$ cat config.mk
export PLATFORM = sky130hd
export DESIGN_NAME = imm_gen_pipe
export DESIGN_NICKNAME = d
export VERILOG_FILES = /design/src/rtl/imm_pkg.sv /design/src/rtl/imm_skid_buf.sv /design/src/rtl/imm_gen_pipe.sv
export SDC_FILE = /design/constraint.sdc
export NUM_CORES = 1
export LEC_CHECK = 0
export ABC_AREA = 0
export CAP_MARGIN = 20
export CORE_ASPECT_RATIO = 0.5
export CORE_MARGIN = 1.5
export CORE_UTILIZATION = 33
export DETAILED_ROUTE_END_ITERATION = 8
export RECOVER_POWER = 25
export SLEW_MARGIN = 15
export SYNTH_ARGS = -nofsm -noshare
export SYNTH_HDL_FRONTEND = slang
export SYNTH_SLANG_ARGS = --single-unit
$ cat constraint.sdc
create_clock -name clk -period 7.45 [get_ports clk]
set_input_delay 1.8625 -clock clk [delete_from_list [all_inputs] [get_ports clk]]
set_output_delay 1.8625 -clock clk [all_outputs]
set_load 0.005 [all_outputs]
$ cat src/rtl/imm_pkg.sv
// Shared types, opcodes and the immediate extraction function for the
// pipelined RISC-V immediate generator.
package imm_pkg;

    typedef enum logic [2:0] {
        IMM_I    = 3'd0,
        IMM_S    = 3'd1,
        IMM_B    = 3'd2,
        IMM_U    = 3'd3,
        IMM_J    = 3'd4,
        IMM_Z    = 3'd5,
        IMM_SH   = 3'd6,
        IMM_NONE = 3'd7
    } imm_src_e;

    typedef enum logic [1:0] {
        SKID_EMPTY = 2'd0,
        SKID_ONE   = 2'd1,
        SKID_TWO   = 2'd2
    } skid_state_e;

    localparam logic [6:0] OP_LOAD   = 7'b0000011;
    localparam logic [6:0] OP_JALR   = 7'b1100111;
    localparam logic [6:0] OP_IMM    = 7'b0010011;
    localparam logic [6:0] OP_STORE  = 7'b0100011;
    localparam logic [6:0] OP_BRANCH = 7'b1100011;
    localparam logic [6:0] OP_LUI    = 7'b0110111;
    localparam logic [6:0] OP_AUIPC  = 7'b0010111;
    localparam logic [6:0] OP_JAL    = 7'b1101111;
    localparam logic [6:0] OP_SYSTEM = 7'b1110011;

    // SH returns the 6-bit RV64 shamt; RV32 callers must clear bit 5.
    function automatic logic [63:0] imm_extract(input logic [31:0] instr, input imm_src_e src);
        logic [63:0] imm;
        case (src)
            IMM_I:   imm = {{52{instr[31]}}, instr[31:20]};
            IMM_S:   imm = {{52{instr[31]}}, instr[31:25], instr[11:7]};
            IMM_B:   imm = {{51{instr[31]}}, instr[31], instr[7], instr[30:25], instr[11:8], 1'b0};
            IMM_U:   imm = {{32{instr[31]}}, instr[31:12], 12'b0};
            IMM_J:   imm = {{43{instr[31]}}, instr[31], instr[19:12], instr[20], instr[30:21], 1'b0};
            IMM_Z:   imm = {59'b0, instr[19:15]};
            IMM_SH:  imm = {58'b0, instr[25:20]};
            default: imm = 64'b0;
        endcase
        return imm;
    endfunction

endpackage

$ cat src/rtl/imm_skid_buf.sv
// Two-entry skid buffer: registered output plus one overflow slot, with
// in_ready coming straight from a flop so it never depends on out_ready.
module imm_skid_buf
    import imm_pkg::*;
#(
    parameter int W = 8
) (
    input  logic         clk,
    input  logic         rst,
    input  logic         in_valid,
    output logic         in_ready,
    input  logic [W-1:0] in_data,
    output logic         out_valid,
    input  logic         out_ready,
    output logic [W-1:0] out_data
);

    skid_state_e  state_q, state_d;
    logic [W-1:0] out_data_q, out_data_d;
    logic [W-1:0] skid_data_q, skid_data_d;
    logic         in_ready_q, in_ready_d;
    logic         accept;

    always_ff @(posedge clk or posedge rst) begin
        if (rst) begin
            state_q     <= SKID_EMPTY;
            out_data_q  <= '0;
            skid_data_q <= '0;
            in_ready_q  <= 1'b1;
        end else begin
            state_q     <= state_d;
            out_data_q  <= out_data_d;
            skid_data_q <= skid_data_d;
            in_ready_q  <= in_ready_d;
        end
    end

    always_comb begin
        state_d     = state_q;
        out_data_d  = out_data_q;
        skid_data_d = skid_data_q;
        accept      = in_valid && in_ready_q;
        case (state_q)
            SKID_EMPTY: begin
                if (accept) begin
                    out_data_d = in_data;
                    state_d    = SKID_ONE;
                end
            end
            SKID_ONE: begin
                if (accept && out_ready) begin
                    out_data_d = in_data;
                end else if (accept) begin
                    skid_data_d = in_data;
                    state_d     = SKID_TWO;
                end else if (out_ready) begin
                    state_d = SKID_EMPTY;
                end
            end
            SKID_TWO: begin
                // in_ready is low here, so only a drain can happen
                if (out_ready) begin
                    out_data_d = skid_data_q;
                    state_d    = SKID_ONE;
                end
            end
            default: state_d = SKID_EMPTY;
        endcase
        in_ready_d = (state_d != SKID_TWO);
    end

    assign in_ready  = in_ready_q;
    assign out_valid = (state_q != SKID_EMPTY);
    assign out_data  = out_data_q;

endmodule

$ cat src/rtl/imm_gen_pipe.sv
// Decode-stage immediate generator: combinational format decode and
// extraction, registered through a skid buffer with valid/ready handshakes.
module imm_gen_pipe
    import imm_pkg::*;
#(
    parameter int XLEN        = 32,
    parameter int TAG_W       = 32,
    parameter bit AUTO_DECODE = 1'b0
) (
    input  logic             clk,
    input  logic             rst,
    input  logic             in_valid,
    output logic             in_ready,
    input  logic [31:0]      in_instr,
    input  logic [2:0]       in_imm_src,
    input  logic [TAG_W-1:0] in_tag,
    output logic             out_valid,
    input  logic             out_ready,
    output logic [XLEN-1:0]  out_imm,
    output logic [TAG_W-1:0] out_tag,
    output logic             out_illegal
);

    localparam int PW = XLEN + TAG_W + 1;

    imm_src_e        src;
    logic            illegal;
    logic [XLEN-1:0] imm;
    logic [PW-1:0]   pay_in;
    logic [PW-1:0]   pay_out;

    always_comb begin
        logic [63:0] full;
        src     = imm_src_e'(in_imm_src);
        illegal = 1'b0;
        if (AUTO_DECODE) begin
            case (in_instr[6:0])
                OP_LOAD, OP_JALR:  src = IMM_I;
                OP_IMM:            src = (in_instr[13:12] == 2'b01) ? IMM_SH : IMM_I;
                OP_STORE:          src = IMM_S;
                OP_BRANCH:         src = IMM_B;
                OP_LUI, OP_AUIPC:  src = IMM_U;
                OP_JAL:            src = IMM_J;
                OP_SYSTEM:         src = in_instr[14] ? IMM_Z : IMM_I;
                default: begin
                    src     = IMM_NONE;
                    illegal = 1'b1;
                end
            endcase
        end
        full = imm_extract(in_instr, src);
        // RV32 shift amounts are only 5 bits wide
        if (src == IMM_SH && XLEN == 32) begin
            full[5] = 1'b0;
        end
        imm = full[XLEN-1:0];
    end

    assign pay_in = {illegal, in_tag, imm};

    imm_skid_buf #(
        .W(PW)
    ) u_skid (
        .clk      (clk),
        .rst      (rst),
        .in_valid (in_valid),
        .in_ready (in_ready),
        .in_data  (pay_in),
        .out_valid(out_valid),
        .out_ready(out_ready),
        .out_data (pay_out)
    );

    assign out_imm     = pay_out[XLEN-1:0];
    assign out_tag     = pay_out[XLEN +: TAG_W];
    assign out_illegal = pay_out[PW-1];

endmodule

Word level (Yosys, flattened, before mapping)
Index checks and enable logic that the tools add are counted.

storage, ports and cells
  bits in registers = 132
  input port bits = 71
  logic and storage cells = 37
  output and inout port bits = 67

operators by class
  bitwise logic cells = 1
  reductions and logical operators = 8
  equality and inequality tests = 12
  muxes and demuxes = 12

operators with widths
  kind                                                    count
  case mux 32 bit (7 select lines)                        1
  2-to-1 mux 65 bit                                       3
  case mux 65 bit (3 select lines)                        1
  2-to-1 mux 2 bit                                        5
  equality test 3 bit (second input constant)             3
  equality test 3 x 2 -> 1 bit (second input constant)    2
  case mux 2 bit (3 select lines)                         1
  inequality test 2 x 1 -> 1 bit (second input constant)  2
  inequality test 2 bit (second input constant)           2
  AND reduction 4 bit                                     1
  equality test 3 x 1 -> 1 bit (second input constant)    1
  logical NOT 3 bit                                       1
  AND reduction 3 bit                                     1
  nonzero test 3 bit                                      1
  equality test 2 x 1 -> 1 bit (second input constant)    1
  equality test 2 bit (second input constant)             1
  logical AND 1 bit                                       2
  logical NOT 2 bit                                       1
  nonzero test 2 bit                                      1
  2-to-1 mux 1 bit                                        1
  NOT 1 bit                                               1

Longest topological paths before layout
  depth after elaboration = 5
  gate-level depth with buffers = 7
  mapped depth without buffers = 4

Hierarchy
From an unflattened synthesis, not the netlist that was laid out.

unflattened totals
  cells, all modules = 465
  area total of the unflattened synthesis = 6282.3 µm²

modules (own cells, without submodules)
  module        instances  cells an instance  area an instance (µm²)  seq. area each (µm²)
  imm_skid_buf  1          379                5698.0                  3329.4
  imm_gen_pipe  1          86                 584.3                   0.0

Worst setup path before layout
Ideal clock, no wire load.

  kind = input-to-reg
  start = input in_imm_src[0]
  end = register u_skid.out_data_q[13], in the netlist u_skid.out_data[13]
  setup time = 0.125 ns
  cell stages on the path = 6
  required time = 7.325 ns
  data arrival time = 2.923 ns
  setup slack = 4.403 ns
  cells stage by stage = buf_6 buf_2 and4b_1 nor4_1 a21oi_1 mux2_2

on the way
  cells in the longest elaborated chain, start to end = 4

ends and longest elaborated chain
  element                                      RTL line                                text
  start: declaration                           imm_gen_pipe.sv:15                      input logic [2:0] in_imm_src,
  equality test 3 bit (tied with other cells)  imm_pkg.sv:35                           case (src)
  case mux 32 bit (7 select lines) *           imm_pkg.sv:35
  2-to-1 mux 65 bit, on equally long branches  imm_skid_buf.sv:51, imm_skid_buf.sv:45
  case mux 65 bit (3 select lines) *           imm_skid_buf.sv:43                      case (state_q)
  end signal: assignment                       imm_skid_buf.sv:32                      out_data_q <= out_data_d;
  end: declaration                             imm_skid_buf.sv:19                      logic [W-1:0] out_data_q, out_data_d;

Every way passes the cells marked *; elsewhere a longest branch is shown, timed or not. The select of a mux whose other input is x is not followed.
A chain may end at the register's enable or synchronous reset.

==> impl_metrics.xml <==
<?xml version="1.0" encoding="UTF-8"?>
<metrics>
  <group name="run_status">
    <metric name="run_status" unit="">finished with violations</metric>
    <metric name="failed_checks" unit="">max-capacitance violations, max-slew violations</metric>
  </group>
  <group name="worst_setup_path">
    <metric name="timing.critical_path.to" unit="">u_skid.out_data[28]</metric>
    <metric name="worst-r2r-setup-slack" unit="ns">5.11</metric>
    <metric name="reg2regPathDepth" unit="">5</metric>
    <metric name="worstSetupEndpointType" unit="">asynchronous set/reset pin</metric>
    <metric name="worst-path-max-fanout" unit="">70</metric>
    <metric name="critical_path.reg2reg.startpoint" unit="">u_skid.in_ready</metric>
    <metric name="setup.worst_path.start" unit="">rst</metric>
    <metric name="startpoint_type" unit="">input pin</metric>
    <metric name="timing.setup.critical_path_class" unit="">input pin to asynchronous set/reset pin</metric>
    <metric name="r2r_end" unit="">u_skid.skid_data_q[11]</metric>
    <metric name="worst-endpoint-required" unit="ns">7.87</metric>
    <metric name="critical_path_arrival" unit="ns">4.97</metric>
  </group>
  <group name="logic_synthesis">
    <metric name="yosys_warnings" unit="">0</metric>
    <metric name="synth.cells.most_frequent" unit="">213 x sky130_fd_sc_hd__nand2_1, 130 x sky130_fd_sc_hd__dfrtp_1, 61 x sky130_fd_sc_hd__nor2_1</metric>
    <metric name="synth_top_cell_by_area" unit="">sky130_fd_sc_hd__dfrtp_1</metric>
    <metric name="synth_most_common_cell" unit="">sky130_fd_sc_hd__nand2_1</metric>
    <metric name="asyncSetResetFlopFracSynth" unit="%">100.0</metric>
    <metric name="post_synth_instance_area" unit="mm²">0.006162</metric>
    <metric name="syn_area_per_cell" unit="µm²">8.841</metric>
    <metric name="number_of_flops_mapped_to_enable_cells_by_yosys" unit="">0</metric>
    <metric name="post_synth_main_area_contributors" unit="">sky130_fd_sc_hd__dfrtp_1 53%, sky130_fd_sc_hd__nand2_1 13%, sky130_fd_sc_hd__nor2_1 3.7%, sky130_fd_sc_hd__o21ai_0 3.6%, sky130_fd_sc_hd__a31oi_1 3.4%</metric>
    <metric name="syn_inst" unit="">697</metric>
    <metric name="synth_cell_type_count" unit="">44</metric>
    <metric name="synth-main-ff-cell" unit="">sky130_fd_sc_hd__dfrtp_1</metric>
    <metric name="netlist.area_leader.share" unit="%">52.79</metric>
    <metric name="yosys_register_bits" unit="">131</metric>
    <metric name="syn_nets" unit="">768</metric>
    <metric name="synth.yosys.seq_area_share" unit="%">53.22</metric>
  </group>
  <group name="detailed_routing">
    <metric name="wl" unit="mm">15.94</metric>
    <metric name="vias_per_inst" unit="">4.899</metric>
    <metric name="drc_errors_left" unit="">0</metric>
    <metric name="vias" unit="">5144</metric>
    <metric name="wire_per_inst" unit="µm">15.18</metric>
    <metric name="detailedRoute.firstPassIterationCount" unit="">4</metric>
    <metric name="drtIter0Drc" unit="">355</metric>
    <metric name="ant_nets" unit="">0</metric>
  </group>
  <group name="die">
    <metric name="initial_utilization" unit="%">33.58</metric>
    <metric name="dieHeight" unit="µm">99.63</metric>
    <metric name="boundaryPins" unit="">138</metric>
    <metric name="placeable_area" unit="mm²">0.01835</metric>
    <metric name="die-area" unit="mm²">0.01955</metric>
    <metric name="horizontal_die_dimension" unit="µm">196.3</metric>
    <metric name="core.rowCount" unit="">35</metric>
  </group>
  <group name="clock_tree">
    <metric name="root_buffer" unit="">sky130_fd_sc_hd__clkbuf_16</metric>
    <metric name="cts-buffers-inserted" unit="">17</metric>
    <metric name="hold_buf_count_cts" unit="">0</metric>
    <metric name="postCtsResizedCells" unit="">0</metric>
    <metric name="postCtsSetupRepairBufs" unit="">0</metric>
    <metric name="cts_tree" unit="">built</metric>
    <metric name="worstSkewPairLatency" unit="ns">0.41</metric>
    <metric name="cts_htree_levels" unit="">4</metric>
    <metric name="clockBufferDepth" unit="">2</metric>
    <metric name="cts.reportedPaths.clkPinSlew" unit="ns">0.06</metric>
    <metric name="tritoncts_num_sinks" unit="">131</metric>
  </group>
  <group name="finish">
    <metric name="share_of_post_route_cells_with_drive_strength_above_1" unit="%">7.654</metric>
    <metric name="synthToLayoutAreaGrowth" unit="%">32.30</metric>
    <metric name="num_antenna_cells" unit="">0</metric>
    <metric name="seq_area" unit="mm²">0.003279</metric>
    <metric name="n_fill_cell" unit="">1775</metric>
    <metric name="final_cell_count_no_fill" unit="">1050</metric>
    <metric name="total_number_of_nets_in_the_final_design" unit="">869</metric>
    <metric name="finalCoreUtilization" unit="%">44.43</metric>
    <metric name="multi_input_gate_area" unit="mm²">0.002596</metric>
  </group>
  <group name="pwr">
    <metric name="power.switching_fraction" unit="%">32.03</metric>
    <metric name="power-per-cell-area" unit="mW/mm²">374.0</metric>
    <metric name="static-leakage-power" unit="nW">3.525</metric>
    <metric name="seqPwrFrac" unit="%">41.0</metric>
    <metric name="internal_power" unit="W">0.002072</metric>
    <metric name="power_frac_clock" unit="%">27.7</metric>
    <metric name="ir_worst_vdd" unit="V">0.0001284</metric>
    <metric name="power_frac_comb" unit="%">31.3</metric>
    <metric name="power_switching" unit="W">0.0009765</metric>
  </group>
  <group name="placed_design">
    <metric name="dp_worst_setup_slack" unit="ns">2.980</metric>
    <metric name="port_buffers" unit="">129</metric>
    <metric name="dp.final_hpwl" unit="mm">10.15</metric>
    <metric name="gpl.final_weighted_congestion" unit="">0.7276</metric>
    <metric name="dp.cells" unit="">1018</metric>
  </group>
  <group name="timing">
    <metric name="timing.final.crit_period" unit="ns">4.553</metric>
    <metric name="timing_max_transition_violations_final" unit="">63</metric>
    <metric name="clock_skew" unit="ns">0.008985</metric>
    <metric name="whs" unit="ns">0.4730</metric>
    <metric name="max_slew_margin" unit="%">-85.20</metric>
    <metric name="finalSetupViolations" unit="">0</metric>
    <metric name="period_utilization_post_route" unit="%">61.11</metric>
    <metric name="timing.final.ws_setup" unit="ns">2.897</metric>
    <metric name="unrepaired_setup_endpoints_after_global_routing" unit="">false</metric>
    <metric name="fin_tns_setup" unit="ns">0</metric>
    <metric name="transition_time_at_the_pin_with_the_least_slew_margin" unit="ns">2.763</metric>
    <metric name="timing.final.hold_violations" unit="">0</metric>
    <metric name="clock.fmax" unit="GHz">0.2196</metric>
  </group>
  <group name="worst_hold_path">
    <metric name="min-delay-path-class" unit="">register to register</metric>
  </group>
  <group name="grt">
    <metric name="number_of_global_route_vias_before_repair" unit="">4783</metric>
    <metric name="groute.usage.overall" unit="%">16.53</metric>
    <metric name="initial_antenna_violation_count" unit="">0</metric>
    <metric name="grt_first_pass_wirelength" unit="mm">25.48</metric>
    <metric name="grt.overflow.total" unit="">0</metric>
    <metric name="grt_start_max_net_pins" unit="">79</metric>
  </group>
  <group name="job">
    <metric name="cap_violations" unit="">1</metric>
  </group>
</metrics>
## worst min path at each step
stage               slack [ns]                endpoint  cells after the start                    from
finish                    0.47  u_skid.skid_data_q[48]                      2  u_skid.skid_data_q[48]
global route              0.49  u_skid.skid_data_q[59]                      2  u_skid.skid_data_q[59]
CTS                       0.48   u_skid.skid_data_q[0]                      2   u_skid.skid_data_q[0]
detailed placement        0.46   u_skid.skid_data_q[0]                      2   u_skid.skid_data_q[0]
global placement          0.46  u_skid.skid_data_q[63]                      2  u_skid.skid_data_q[63]
floorplan                 0.44   u_skid.skid_data_q[0]                      2   u_skid.skid_data_q[0]
## worst max-delay path, stage by stage
cell	delay, ns
sky130_fd_sc_hd__dlygate4sd3_1	0.54
sky130_fd_sc_hd__clkinvlp_2	1.57
sky130_fd_sc_hd__buf_4	0.92
## sequential cells by signal, summed over array words and instances (netlist names)
| signal | cells |
|---|---|
| u_skid.out_data | 64 |
| u_skid.skid_data_q | 64 |
| u_skid.state_q | 2 |
| u_skid.in_ready | 1 |
## layer usage
metal	global-route usage (%)	up-vias	routed length, µm
met5	0	-	0
met4	4.911	0	142
met3	2.916	14	490
met2	27.29	94	7649
met1	22.35	2469	7660
li1	-	2567	-
## logic make-up after synthesis
group / count (synthesis) / synth area share, %
compound gates: 152 / 14.54
fa+ha+maj: 1 / 0.1827
buf+inv: 59 / 4.934
flops: 131 / 53.22
mux: 14 / 2.437
other cells: 1 / 0.06086
simple gates: 339 / 24.63
## through the flow
step           total power, W  area, µm²
2_1_floorplan        0.001717       6162
3_3_place_gp         0.002225       7547
3_5_place_dp         0.002258       7547
4_1_cts              0.003110       8142
5_1_grt              0.003261       8153
6_report             0.003049       8153
## layout make-up
class                      instances  area share, %
sequential                       131          40.22
multi-input combinational        507          31.84
timing repair buffer             139          16.85
clock buffer                      17          5.218
tap                              240          3.683
clock inverter                    14          2.072
inverter                           2         0.1074
## power groups by stage
stage	Clock, W	Sequential [W]	Combinational, W
finish	0.000843	0.00125	0.000954
floorplan	0	0.00123	0.000488
global placement	0	0.00125	0.000971
CTS	0.000860	0.00126	0.000992
detailed placement	0	0.00127	0.000988
global route	0.000899	0.00130	0.00107
## placed cells by master, fill, tap and decap left out, types with 3 or more instances in the layout
master and instances:
sky130_fd_sc_hd__o21ai_0 44, sky130_fd_sc_hd__a21oi_1 37, sky130_fd_sc_hd__nand2b_1 15, sky130_fd_sc_hd__a31oi_1 33
sky130_fd_sc_hd__nor3_1 6, sky130_fd_sc_hd__mux2i_1 6, sky130_fd_sc_hd__dfrtp_1 130, sky130_fd_sc_hd__o21ai_1 12
sky130_fd_sc_hd__clkbuf_16 17, sky130_fd_sc_hd__buf_4 9, sky130_fd_sc_hd__and4b_1 8, sky130_fd_sc_hd__nand2_1 213
sky130_fd_sc_hd__nor2_1 61, sky130_fd_sc_hd__a211oi_1 18, sky130_fd_sc_hd__clkdlybuf4s50_1 109, sky130_fd_sc_hd__nand3b_1 4
sky130_fd_sc_hd__mux2_2 8, sky130_fd_sc_hd__dlygate4sd3_1 20, sky130_fd_sc_hd__nor4_1 8, sky130_fd_sc_hd__inv_6 4
sky130_fd_sc_hd__inv_8 3, sky130_fd_sc_hd__clkinvlp_4 3, sky130_fd_sc_hd__nor4bb_1 8
Note: power is estimated with default switching activity, not from simulation.
